<file path="src/rtl/ysyx_23060208_pkg.sv">
// ysyx_23060208_pkg: shared LSU bus FSM states, load funct3 codes and AXI response codes
package ysyx_23060208_pkg;
    typedef enum logic [2:0] {IDLE, RD_AR, RD_R, WR_AWW, WR_B, RESP} lsu_state_t;
    localparam logic [2:0] F3_LB  = 3'b000;
    localparam logic [2:0] F3_LH  = 3'b001;
    localparam logic [2:0] F3_LW  = 3'b010;
    localparam logic [2:0] F3_LBU = 3'b100;
    localparam logic [2:0] F3_LHU = 3'b101;
    localparam logic [1:0] RESP_OKAY = 2'b00;
endpackage

</file>
<file path="src/rtl/ysyx_23060208_load_ext.sv">
// ysyx_23060208_load_ext: selects the load lane from a bus word and sign/zero-extends it
//   data    in  bus word as returned by the slave
//   addr_lo in  low address bits picking the byte/half lane
//   funct3  in  load type (lb/lh/lw/lbu/lhu, anything else returns the whole word)
//   ext     out extended load result
module ysyx_23060208_load_ext
    import ysyx_23060208_pkg::*;
#(
    parameter int DATA_WIDTH = 32
) (
    input  logic [DATA_WIDTH-1:0] data,
    input  logic [1:0]            addr_lo,
    input  logic [2:0]            funct3,
    output logic [DATA_WIDTH-1:0] ext
);
    logic [7:0]  b;
    logic [15:0] h;
    always_comb begin
        b   = data[{addr_lo, 3'b000} +: 8];
        h   = data[{addr_lo[1], 4'b0000} +: 16];
        ext = funct3 == F3_LB  ? {{(DATA_WIDTH-8){b[7]}}, b} :
              funct3 == F3_LH  ? {{(DATA_WIDTH-16){h[15]}}, h} :
              funct3 == F3_LBU ? {{(DATA_WIDTH-8){1'b0}}, b} :
              funct3 == F3_LHU ? {{(DATA_WIDTH-16){1'b0}}, h} :
              funct3 == F3_LW  ? data : data;
    end
endmodule

</file>
<file path="src/rtl/ysyx_23060208_lsu_axi.sv">
// ysyx_23060208_lsu_axi: LSU bus initiator running one AXI-style load or store per EXU request
//   clk, rst                      clock, asynchronous active-high reset
//   req_valid/req_ready           EXU request handshake (ready only while idle)
//   req_wen/addr/wdata/wstrb/funct3  request payload, latched on acceptance
//   resp_valid/resp_rdata/resp_err   one-cycle completion pulse with extended load data
//   dsram_aw*/w*/b*/ar*/r*        five-channel bus to the dsram slave
module ysyx_23060208_lsu_axi
    import ysyx_23060208_pkg::*;
#(
    parameter int DATA_WIDTH = 32,
    parameter int ADDR_WIDTH = 32
) (
    input  logic                  clk,
    input  logic                  rst,
    input  logic                  req_valid,
    output logic                  req_ready,
    input  logic                  req_wen,
    input  logic [ADDR_WIDTH-1:0] req_addr,
    input  logic [DATA_WIDTH-1:0] req_wdata,
    input  logic [2:0]            req_wstrb,
    input  logic [2:0]            req_funct3,
    output logic                  resp_valid,
    output logic [DATA_WIDTH-1:0] resp_rdata,
    output logic                  resp_err,
    output logic [ADDR_WIDTH-1:0] dsram_awaddr,
    output logic                  dsram_awvalid,
    input  logic                  dsram_awready,
    output logic [DATA_WIDTH-1:0] dsram_wdata,
    output logic [2:0]            dsram_wstrb,
    output logic                  dsram_wvalid,
    input  logic                  dsram_wready,
    input  logic [1:0]            dsram_bresp,
    input  logic                  dsram_bvalid,
    output logic                  dsram_bready,
    output logic [ADDR_WIDTH-1:0] dsram_araddr,
    output logic                  dsram_arvalid,
    input  logic                  dsram_arready,
    input  logic [DATA_WIDTH-1:0] dsram_rdata,
    input  logic [1:0]            dsram_rresp,
    input  logic                  dsram_rvalid,
    output logic                  dsram_rready
);
    lsu_state_t            state, state_n;
    logic [ADDR_WIDTH-1:0] addr_q;
    logic [DATA_WIDTH-1:0] wdata_q, rdata_q, ext_data;
    logic [2:0]            wstrb_q, funct3_q;
    logic [1:0]            resp_q;
    logic                  wen_q, aw_done, w_done;

    ysyx_23060208_load_ext #(.DATA_WIDTH(DATA_WIDTH)) u_load_ext (
        .data    (rdata_q),
        .addr_lo (addr_q[1:0]),
        .funct3  (funct3_q),
        .ext     (ext_data)
    );

    always_ff @(posedge clk or posedge rst) begin
        if (rst) begin
            state    <= IDLE;
            addr_q   <= '0;
            wdata_q  <= '0;
            wstrb_q  <= '0;
            funct3_q <= '0;
            wen_q    <= 1'b0;
            aw_done  <= 1'b0;
            w_done   <= 1'b0;
            rdata_q  <= '0;
            resp_q   <= RESP_OKAY;
        end else begin
            state <= state_n;
            if (state == IDLE && req_valid) begin
                addr_q   <= req_addr;
                wdata_q  <= req_wdata;
                wstrb_q  <= req_wstrb;
                funct3_q <= req_funct3;
                wen_q    <= req_wen;
                aw_done  <= 1'b0;
                w_done   <= 1'b0;
            end
            // AW and W complete independently; each valid drops once its own flag is set
            if (state == WR_AWW) begin
                aw_done <= aw_done | dsram_awready;
                w_done  <= w_done | dsram_wready;
            end
            if (dsram_rvalid && dsram_rready) begin
                rdata_q <= dsram_rdata;
                resp_q  <= dsram_rresp;
            end
            if (dsram_bvalid && dsram_bready) resp_q <= dsram_bresp;
        end
    end

    always_comb begin
        state_n       = state;
        req_ready     = state == IDLE && !rst;
        dsram_araddr  = addr_q;
        dsram_awaddr  = addr_q;
        dsram_wdata   = wdata_q;
        dsram_wstrb   = wstrb_q;
        dsram_arvalid = state == RD_AR;
        dsram_rready  = state == RD_R;
        dsram_awvalid = state == WR_AWW && !aw_done;
        dsram_wvalid  = state == WR_AWW && !w_done;
        dsram_bready  = state == WR_B;
        resp_valid    = state == RESP;
        resp_err      = state == RESP && resp_q != RESP_OKAY;
        resp_rdata    = (state == RESP && !wen_q) ? ext_data : '0;
        case (state)
            IDLE:    state_n = req_valid ? (req_wen ? WR_AWW : RD_AR) : IDLE;
            RD_AR:   state_n = dsram_arready ? RD_R : RD_AR;
            RD_R:    state_n = dsram_rvalid ? RESP : RD_R;
            WR_AWW:  state_n = ((aw_done || dsram_awready) && (w_done || dsram_wready)) ? WR_B : WR_AWW;
            WR_B:    state_n = dsram_bvalid ? RESP : WR_B;
            RESP:    state_n = IDLE;
            default: state_n = IDLE;
        endcase
    end
endmodule

</file>
<file path="config.mk">
export PLATFORM = sky130hd
export DESIGN_NAME = ysyx_23060208_lsu_axi
export DESIGN_NICKNAME = d
export VERILOG_FILES = /design/src/rtl/ysyx_23060208_pkg.sv /design/src/rtl/ysyx_23060208_load_ext.sv /design/src/rtl/ysyx_23060208_lsu_axi.sv
export SDC_FILE = /design/constraint.sdc
export NUM_CORES = 1
export LEC_CHECK = 0
export CAP_MARGIN = 40
export CORE_UTILIZATION = 41
export CTS_CLUSTER_DIAMETER = 60
export CTS_CLUSTER_SIZE = 28
export DETAILED_ROUTE_END_ITERATION = 12
export GPL_TIMING_DRIVEN = 0
export PLACE_DENSITY = 0.81
export SLEW_MARGIN = 15
export SYNTH_ARGS = -nofsm -noshare
export SYNTH_HDL_FRONTEND = slang
export SYNTH_SLANG_ARGS = --single-unit
</file>
<file path="constraint.sdc">
create_clock -name clk -period 4.6 [get_ports clk]
set_input_delay 0.92 -clock clk [delete_from_list [all_inputs] [get_ports clk]]
set_output_delay 0.92 -clock clk [all_outputs]
set_load 0.005 [all_outputs]
</file>
==> impl_metrics.ini <==
[timing]
setup_slack_ps = 863
tightest_slew_ps = 623
layout_min_cycle_time_ps = 3740
worst_clock_skew_ps = 6.89
max_slew_margin = 0.585
period_share = 0.812
final-hold-violation-count = 0
rsz0062_at_grt = false
tns_ps = 0
slew_violations = 0
max_clock_freq_ghz = 0.268
setup_viol = 0

[clock_tree]
clock-root-buffer = clkbuf_16
cts_tree = done
clockBufferDepth = 2
cts_resized = 0
path_clk_slew_ps = 70
cts_inserted_buffers = 9
clk_latency_ps = 350
cts_hold_buf = 0
cts_setup_buffers = 0
htreeDepth = 3
cts.sinks = 110

[setup_path]
required_ps = 3680
critical-path-max-stage-delay_ps = 570
r2r_cells = 6
crit_path_end_kind = output port
worstPathArrival_ps = 2820
cp_slowest_cell = dfrtp_1
crit-reg2reg-launch = state[0]$_DFF_PP0_
start_kind = flop
reg2reg_slack_ps = 2560
worstSetupPathType = reg -> out
crit_fanout = 9
path_cells = nand2b_1 -> clkbuf_1 -> a21oi_1 -> o221ai_1 -> a31oi_1 -> clkdlybuf4s50_1
r2r-end = dsram_araddr[4]$_DFFE_PP0P_

[hold_path]
hold_start = dsram_wdata[18]$_DFFE_PP0P_
hp-class = reg -> reg
min_to = dsram_wdata[18]$_DFFE_PP0P_
holdPathStages = 1

[drt]
drtIter0Drc = 252
vias = 4420
drt-pass1-iter-count = 5
route.detailed.drc = 0
routed_wl_mm = 15.2
avgViaCountPerCell = 5.01
drt.antenna.violating_nets = 0
wire_per_inst_um = 17.2

[placed_design]
hpwl_mm = 11.9
post-place-ws_ps = 1290
place_inst = 867
port_buffers = 253
globalplace.congestion = 0.834

[yosys]
syn_nets = 560
ys_seq_area_frac = 0.535
synth-main-ff-cell = dfrtp_1
synth_area_per_cell_um2 = 11.6
yosysWarnings = 0
syn_area_um2 = 5150
synth_edf_count = 0
async_flop_share = 1.00
synthDistinctLibCells = 39
ys_ff_latch = 110
synthCells = 445

[final_layout]
fillers = 939
drive_above_1_share = 0.221
seq_area_um2 = 2750
final_nets = 825
diodes = 0
multi_input_area_um2 = 1930
area_growth_pct = 60.3
finalNonFillerCells = 883

[floorplanning]
start_util = 0.425
die_width_um = 114
io_pins = 254
die_y_um = 114
coreArea_um2 = 12100
dieArea_um2 = 13000
fp-row-count = 40

[grt]
grt_max_degree = 57
grt_pass1_vias = 4634
grt_usage = 0.240
grt_pass1_wl_mm = 23.8
antenna_found_initial = 0
grt-ovfl-total = 0

[pwr]
power.leakage_nw = 3.47
ir_drop_uv = 438
p_per_area_nw_per_um2 = 645

[run_status]
status = finished clean

[run]
drv_cap = 0
how the worst max path moves through the flow:
stage                                 from                          to  slack, ps
5_1_grt            funct3_q[0]$_DFFE_PP0P_               resp_rdata[1]        660
3_3_place_gp                           rst  dsram_wdata[6]$_DFFE_PP0P_       -820
4_1_cts        dsram_araddr[0]$_DFFE_PP0P_               resp_rdata[1]        890
2_1_floorplan                          rst         aw_done$_DFFE_PP0P_        780
6_report       dsram_araddr[0]$_DFFE_PP0P_               resp_rdata[1]        860
3_5_place_dp   dsram_araddr[0]$_DFFE_PP0P_               resp_rdata[1]       1290
logic make-up (layout without fill, tap and decap cells):
logic type / Yosys count / count (layout) / share of synthesized area
DFF: 110 / 110 / 0.535
muxes: 90 / 90 / 0.199
and+or+nand+nor: 90 / 90 / 0.0878
buffers and inverters: 80 / 350 / 0.0897
AOI/OAI and AO/OA: 75 / 75 / 0.0892
metrics by stage:
step	power (mW)	util	area (µm²)	hold WS, ps
after floorplan	3.07	-	5150	481
after global placement	4.38	0.651	7890	489
final	5.32	0.681	8250	505
after CTS	5.37	0.681	8250	513
after detailed placement	4.50	0.654	7920	496
after global routing	5.65	0.681	8250	521
cell type report:
| type | instances | share of cell area |
|---|---|---|
| Buffer | 58 | 0.0459 |
| Tap cell | 168 | 0.0255 |
| Inverter | 22 | 0.0106 |
| Multi-Input combinational cell | 255 | 0.234 |
| Sequential cell | 110 | 0.334 |
| Clock inverter | 7 | 0.0126 |
| Timing Repair Buffer | 254 | 0.310 |
| Clock buffer | 9 | 0.0273 |
worst max-delay path, delay by kind of cell (launching register included):
family | cells | cell delay (ps)
and+or+nand+nor | 1 | 110
buffers and inverters | 2 | 740
DFF | 1 | 570
AOI/OAI and AO/OA | 3 | 1050
power breakdown:
group / internal [mW] / switching (mW) / leakage [nW]
clock network: 0.484 / 0.358 / 0.161
logic: 1.70 / 0.916 / 2.00
registers: 1.46 / 0.405 / 1.31
synth_stat cells, types with 3 or more instances:
master    number  share of area
nor2b_1        6         0.0073
dfrtp_1      110           0.53
a21oi_1       25          0.024
and2_1         3         0.0036
inv_1         22          0.016
buf_2          9         0.0087
nor2_1         5         0.0036
clkbuf_1      10         0.0073
a31oi_1        7         0.0085
o22ai_1       10          0.012
o221ai_1       7          0.012
mux2_2        87           0.19
o21ai_0       17          0.017
nand2_1       42          0.031
nand2b_1      14          0.017
and3_1         8         0.0097
buf_4         38          0.055
metal layers:
metal | global-route usage | share of wire | vias to the layer above
met5 | 0 | 0 | -
met4 | 0.0667 | 0.013 | 0
met3 | 0.0770 | 0.084 | 14
met2 | 0.437 | 0.53 | 179
met1 | 0.269 | 0.37 | 2182
li1 | - | - | 2045
cell usage in the layout, fill, tap and decap left out, drive strengths merged, types with 2 or more instances in the layout:
cell type / synthesis / layout
nand2: 43 / 43
o221ai: 7 / 7
nor3b: 3 / 3
nor2: 6 / 6
clkinv: 0 / 3
o22ai: 10 / 10
inv: 22 / 24
nand2b: 14 / 14
clkdlybuf4s50: 0 / 253
nor2b: 6 / 6
buf: 48 / 49
and2: 3 / 3
nor3: 2 / 2
clkbuf: 10 / 19
mux2: 87 / 87
mux2i: 2 / 2
bufinv: 0 / 2
a31oi: 7 / 7
and3: 8 / 8
a21oi: 25 / 25
dfrtp: 110 / 110
o21ai: 17 / 17
flip-flops by register name, summed over array words and instances (netlist names):
signal	count
funct3_q	3
rdata_q	32
wen_q	1
dsram_araddr	32
w_done	1
resp_q	2
dsram_wdata	32
state	3
dsram_wstrb	3
aw_done	1
Note: power is estimated with default switching activity, not from simulation.
